--- src/rtl/nn_frame_sequencer.sv ---
// nn_frame_sequencer: streams N_IN bytes into a network, starts it, waits for done (with timeout), streams N_OUT result bytes out
module nn_frame_sequencer #(
  parameter int N_IN = 1,
  parameter int N_OUT = 1,
  parameter int TIMEOUT = 64
) (
  input  logic                 clk,
  input  logic                 rst_n,
  input  logic [7:0]           s_data,
  input  logic                 s_valid,
  output logic                 s_ready,
  output logic [8*N_IN-1:0]    nn_in,
  output logic                 nn_start,
  input  logic                 nn_done,
  input  logic [8*N_OUT-1:0]   nn_out,
  output logic [7:0]           m_data,
  output logic                 m_valid,
  input  logic                 m_ready,
  output logic                 m_last,
  output logic                 busy,
  output logic                 timeout_err
);
  localparam int IW = N_IN > 1 ? $clog2(N_IN) : 1;
  localparam int JW = N_OUT > 1 ? $clog2(N_OUT) : 1;
  localparam int CW = $clog2(TIMEOUT);
  localparam logic [1:0] LOAD = 2'd0, START = 2'd1, WAIT = 2'd2, UNLOAD = 2'd3;
  logic [1:0] state;
  logic [IW-1:0] idx;
  logic [JW-1:0] j;
  logic [CW-1:0] cnt;
  logic [8*N_OUT-1:0] res;
  logic last_in, last_out, tmo;
  assign last_in = idx == IW'(N_IN - 1);
  assign last_out = j == JW'(N_OUT - 1);
  assign tmo = cnt == CW'(TIMEOUT - 1);
  assign s_ready = state == LOAD;
  assign m_valid = state == UNLOAD;
  assign m_last = m_valid && last_out;
  assign busy = state != LOAD;
  always_comb begin
    m_data = '0;
    for (int k = 0; k < N_OUT; k++)
      m_data = int'(j) == k ? res[8*k +: 8] : m_data;
  end
  always_ff @(posedge clk or negedge rst_n) begin
    if (!rst_n) begin
      state <= LOAD;
      idx <= '0;
      j <= '0;
      cnt <= '0;
      nn_in <= '0;
      res <= '0;
      nn_start <= 1'b0;
      timeout_err <= 1'b0;
    end else begin
      case (state)
        LOAD: if (s_valid) begin
          for (int k = 0; k < N_IN; k++)
            if (int'(idx) == k) nn_in[8*k +: 8] <= s_data;
          timeout_err <= 1'b0;
          idx <= last_in ? '0 : idx + 1'b1;
          if (last_in) begin
            state <= START;
            nn_start <= 1'b1;
          end
        end
        START: begin
          nn_start <= 1'b0;
          cnt <= '0;
          state <= WAIT;
        end
        WAIT: begin
          // done beats a coincident timeout
          if (nn_done) begin
            res <= nn_out;
            cnt <= '0;
            state <= UNLOAD;
          end else if (tmo) begin
            timeout_err <= 1'b1;
            cnt <= '0;
            state <= LOAD;
          end else cnt <= cnt + 1'b1;
        end
        default: if (m_ready) begin
          j <= last_out ? '0 : j + 1'b1;
          if (last_out) state <= LOAD;
        end
      endcase
    end
  end
endmodule

--- config.mk ---
export PLATFORM = sky130hd
export DESIGN_NAME = nn_frame_sequencer
export DESIGN_NICKNAME = d
export VERILOG_FILES = /design/src/rtl/nn_frame_sequencer.sv
export SDC_FILE = /design/constraint.sdc
export NUM_CORES = 1
export LEC_CHECK = 0
export BUFFER_PORTS_ARGS = -buffer_cell sky130_fd_sc_hd__buf_2
export CAP_MARGIN = 10
export CORE_UTILIZATION = 49
export DETAILED_ROUTE_END_ITERATION = 8
export PLACE_DENSITY = 0.82
export SETUP_SLACK_MARGIN = 0.5
export SYNTH_ARGS = -nofsm -noshare
export SYNTH_HDL_FRONTEND = slang
export SYNTH_SLANG_ARGS = --single-unit
--- constraint.sdc ---
create_clock -name clk -period 2.4 [get_ports clk]
set_input_delay 0.12 -clock clk [delete_from_list [all_inputs] [get_ports clk]]
set_output_delay 0.12 -clock clk [all_outputs]
set_load 0.05 [all_outputs]
Word level (Yosys, flattened, before mapping)
Index checks and enable logic that the tools add are counted.
- register bits: 28
- bits in latches: 0
- RAM bits: 0
- ROM bits: 0
- bits of input ports: 21
- output and inout bits: 22
- word-level logic and storage cells: 59
- memories kept: 0
- add/subtract/negate cells: 3
- $mul: 0
- divide/modulo/power cells: 0
- order comparisons: 0
- equal/unequal tests: 10
- shift-type cells: 0
- mux-type cells: 20
- bitwise logic cells: 3
- reduce and logical (&&, ||, !) cells: 15
- operator list (operator ; count):
    $mux W2 ; 6
    $mux W6 ; 2
    $pmux W6 S2 ; 1
    $mux W8 ; 1
    $ne A2 B2 Y1 const B ; 4
    $reduce_bool A2 Y1 ; 4
    $mux W1 ; 7
    $add A6 B1 Y6 const B ; 1
    $eq A6 B6 Y1 const B ; 1
    $pmux W2 S3 ; 1
    $reduce_and A2 Y1 ; 3
    $reduce_and A3 Y1 ; 2
    $reduce_and A5 Y1 ; 1
    $eq A2 B2 Y1 const B ; 2
    $ne A4 B2 Y1 const B ; 1
    $pmux W1 S2 ; 2
    $reduce_and A4 Y1 ; 1
    $reduce_bool A4 Y1 ; 1
    $ne A3 B3 Y1 const B ; 1
    $not A1 Y1 ; 3
    $reduce_or A3 Y1 ; 1
    $add A1 B1 Y1 const B ; 2
    $eq A2 B1 Y1 const B ; 1
    $logic_not A2 Y1 ; 1
    $logic_and A1 B1 Y1 ; 1

Logic depth before layout (Yosys ltp)
- depth in word-level cells: 4
- mapped depth: 6
- depth with buffers taken out: 5

Least setup slack after synthesis
OpenSTA, ideal clock, no wires.
- kind: flip-flop to flip-flop
- start: register state[0]
- end: register state[0]
- library setup time: 0.065 ns
- data arrival time: 2.077 ns
- required time: 2.335 ns
- slack: 0.258 ns
- cell stages (with the launch flop): 6
- buffers on the path: 0
- clock period less this slack: 2.142 ns
- cell sequence: dfrtp_1 inv_1 ha_1 inv_1 a2111oi_1 a211o_1
- longest elaborated chain between the ends: 3
- elaborated cells on any way between the ends: 10
- those cells by class: eq/ne (6); mux (1); reduce/logical (3)
- ends and longest elaborated chain (item ; line ; text):
    start, declared ; 27 ; logic [1:0] state;
    start signal, assigned ; 47 ; state <= LOAD;
    start signal, assigned ; 63 ; state <= START;
    start signal, assigned ; 70 ; state <= WAIT;
    $logic_not A2 Y1 (*) ; n/a ;
    via s_ready ; 11 ; output logic s_ready,
    $ne A4 B2 Y1 (no source line), or another cell as far along ; n/a ;
    $reduce_and A5 Y1 (no source line) ; n/a ;
The timed path passes the listed nets; every way through them passes the cells marked *.
A chain may end at the register's enable or synchronous reset.

Final worst setup path
- start: register state[1]
- end: register cnt[3]
- longest elaborated chain between the ends: 2
- elaborated cells on any way between the ends: 4
- those cells by class: eq/ne (2); mux (1); reduce/logical (1)
- ends and longest elaborated chain (item ; line ; text):
    $eq A2 B2 Y1 / $eq A2 B1 Y1 (equally long branches) ; 56 ; case (state)
    $pmux W6 S2 / $reduce_bool A2 Y1 (equally long branches) ; n/a ;
    end signal, assigned ; 82 ; end else cnt <= cnt + 1'b1;
    end, declared ; 30 ; logic [CW-1:0] cnt;
Parallel ways exist; a longest one is shown, timed or not.

==> reports/summary.txt <==
Die width -> 52.89 µm
Starting Density -> 51.68%
R2R Setup Slk -> 0.59 ns
Synth top area share -> 51.28%
Overflow after GRT -> 0
Root Buffer -> clkbuf_4
Number of port buffers -> 42
Peak VDD IR -> 1.090 mV
Met1 GRT Util -> 28.86%
Syn avg cell area -> 12.32 µm²
Final #Nets -> 176
GRT busiest layer -> met2
TritonRoute pass-1 iters -> 4
Crit Path Max Fanout -> 9
M3 GR Usage -> 3.736%
Mapped Nets -> 130
Arrival time worst endpoint -> 2.06 ns
LEAKAGE -> 0.7537 nW
Yosys cell types -> 31
Mapped Cells -> 103
Post-route cell area -> 1548 µm²
Ant diodes -> 0
Initial DRC Count -> 25
Core Region -> 2455 µm²
Final min period -> 1.809 ns
Placer Congestion -> 0.7982
Clk slew on worst S/H paths -> 0.13 ns
WHS Endpoint -> nn_in[4]
Max Cap Viol -> 0
Slew Limit Fails -> 0
Commonest cells after routing, fill and taps aside -> 42 x buf_2, 25 x dfrtp_1, 16 x mux2_2
Detail Placement HPWL -> 1992 µm
CTS Sinks -> 26
Worst reg2reg path endpoint -> cnt[3]
Worst slew pin tran -> 0.5630 ns
Synth Warn # -> 0
Post-synth top area cell -> dfrtp_1
Vias -> 983
H-Tree Depth -> 1
Yosys reg bits -> 26
DRC -> 0
Largest net degree at the start of global routing -> 27
EDFF count, synth -> 0
Synth Flop Type -> dfrtp_1
Total wire length -> 2650 µm
CTS max path bufs -> 2
Inserted Clock Buffers -> 3
Async set-reset flop share out of synthesis -> 100.0%
Routing usage on met2 -> 35.65%
Fillers -> 200
Post-Syn Area -> 1269 µm²
Io pins -> 43
Skew-Pair Late Insertion Delay -> 0.32 ns
Crit Path Category -> reg -> reg
Type of origin of the critical path -> register
Synth area leaders -> dfrtp_1 51%, mux2_2 14%, ha_1 5.9%, mux2i_1 2.4%, inv_1 2.1%
Final setup violation count -> 0
Worst relative slew slack -> 62.47%
HP Class -> in -> reg
HP Start -> s_data[4]
Critical R2R Launch -> state[1]
Die Height -> 52.89 µm
Sum Neg Setup Slack -> 0 ns
Total track usage -> 22.10%
Synth-to-Final Area Change -> 21.99%
Die footprint -> 2797 µm²
First-pass GRT wire length -> 4291 µm
Final ANT Viol Nets -> 0
DR vias/cell -> 5.554
Status -> finished, final reports clean
Critical Path End Type -> register
CTS tree -> done
Power per Cell Area -> 1500 nW/µm²
Worst endpoint required time -> 2.65 ns
Antenna violations before repair -> 0
Via count of the first global-routing pass -> 923
Sequential fraction of the synthesis area -> 51.28%
Most common cell after layout, fill and taps aside -> buf_2
Post-DP Area -> 1499 µm²
Clk_skew -> 0.002659 ns
Setup Buffers After CTS -> 0
Placed Cells -> 172
RSZ-0062 raised after global routing -> yes
Final non-filler cell total -> 177
Fraction of layout cells with a size suffix above 1 -> 46.94%
F_max -> 552.8 MHz
Post-route clock period utilization -> 75.37%
Hold Path Depth -> 2
Post-DR wirelength/cell -> 14.97 µm
Reg2reg path depth -> 5
Final Hold Fails -> 0
Row count -> 18
## worst max path at each step
stage,end,slack (ns),depth (start not counted),startpoint
2_1_floorplan,state[0],0.53,5,state[0]
3_3_place_gp,state[0],0.70,5,state[0]
3_5_place_dp,state[0],0.58,5,state[0]
4_1_cts,cnt[3],0.55,5,state[0]
5_1_grt,state[0],0.49,5,state[0]
6_report,cnt[3],0.59,5,state[1]
## repair_timing
action,4_1_cts,5_1_grt
gates resized for setup,0,2
hold buffers,1,1
hold endpoints to repair,26,1
setup endpoints to repair,0,3
## report_power, final
group          total, mW  switching [mW]  internal (mW)
registers          0.731           0.119          0.612
logic               1.41           0.985          0.422
clock network      0.183           0.124         0.0590
## cells in the mapped netlist, types with 2 or more instances
master      n
mux2i_1     3
buf_4       2
o2bb2ai_1   2
nand3_1     2
inv_1       7
a21oi_1     3
nand2_1     7
or4_1       3
dfrtp_1    26
o21ai_0     5
ha_1        6
mux2_2     16
o221ai_1    3
## registers in the layout (all words and copies together), names as in the netlist
name and count:
nn_in 8, timeout_err 1, state 2, nn_start 1, res 8, cnt 6
## per-layer routing
metal | vias up | wire, µm
met1 | 487 | 1132
li1 | 462 | -
met5 | - | 0
met3 | 7 | 96
met4 | 0 | 49
met2 | 27 | 1372
## worst max-delay path: stages, from the launching register on
cell and delay, ns:
dfrtp_1 0.47, inv_1 0.13, ha_2 0.44, inv_1 0.09, or4_1 0.52, o221ai_1 0.09
## per-stage QoR
step / power [mW] / hold slack (ns) / util [%] / worst slack (ns)
final: 2.321 / 0.01732 / 63.05 / 0.5910
after detailed placement: 2.129 / 0.1450 / 61.06 / 0.5812
after floorplan: 1.825 / -0.1756 / - / 0.5285
after global placement: 2.077 / 0.1415 / 61.06 / 0.6959
after global routing: 2.446 / 0.004254 / 63.05 / 0.4909
after CTS: 2.310 / 0.01999 / 62.39 / 0.5467
## layout make-up
cell class	instances	area [µm²]	area share (%)
flip-flops and latches	26	651.9	42.12
well taps	30	37.54	2.425
multi-input cells	67	579.3	37.43
repair buffers	44	230.2	14.87
clock buffers	3	22.52	1.455
inverters	7	26.28	1.698
## cell families (layout without fill, tap and decap cells)
kind of cell             count (synthesis)  in the layout  share of synthesized area, %
AO/OA/AOI/OAI                           20             20                         11.54
adder cells (fa/ha/maj)                  6              6                         5.917
buffers and inverters                   10             54                         3.649
flip-flops                              26             26                         51.28
multiplexers                            19             19                         16.57
AND/OR/NAND/NOR                         22             22                         11.05
Power figures use the tool's default switching activity.
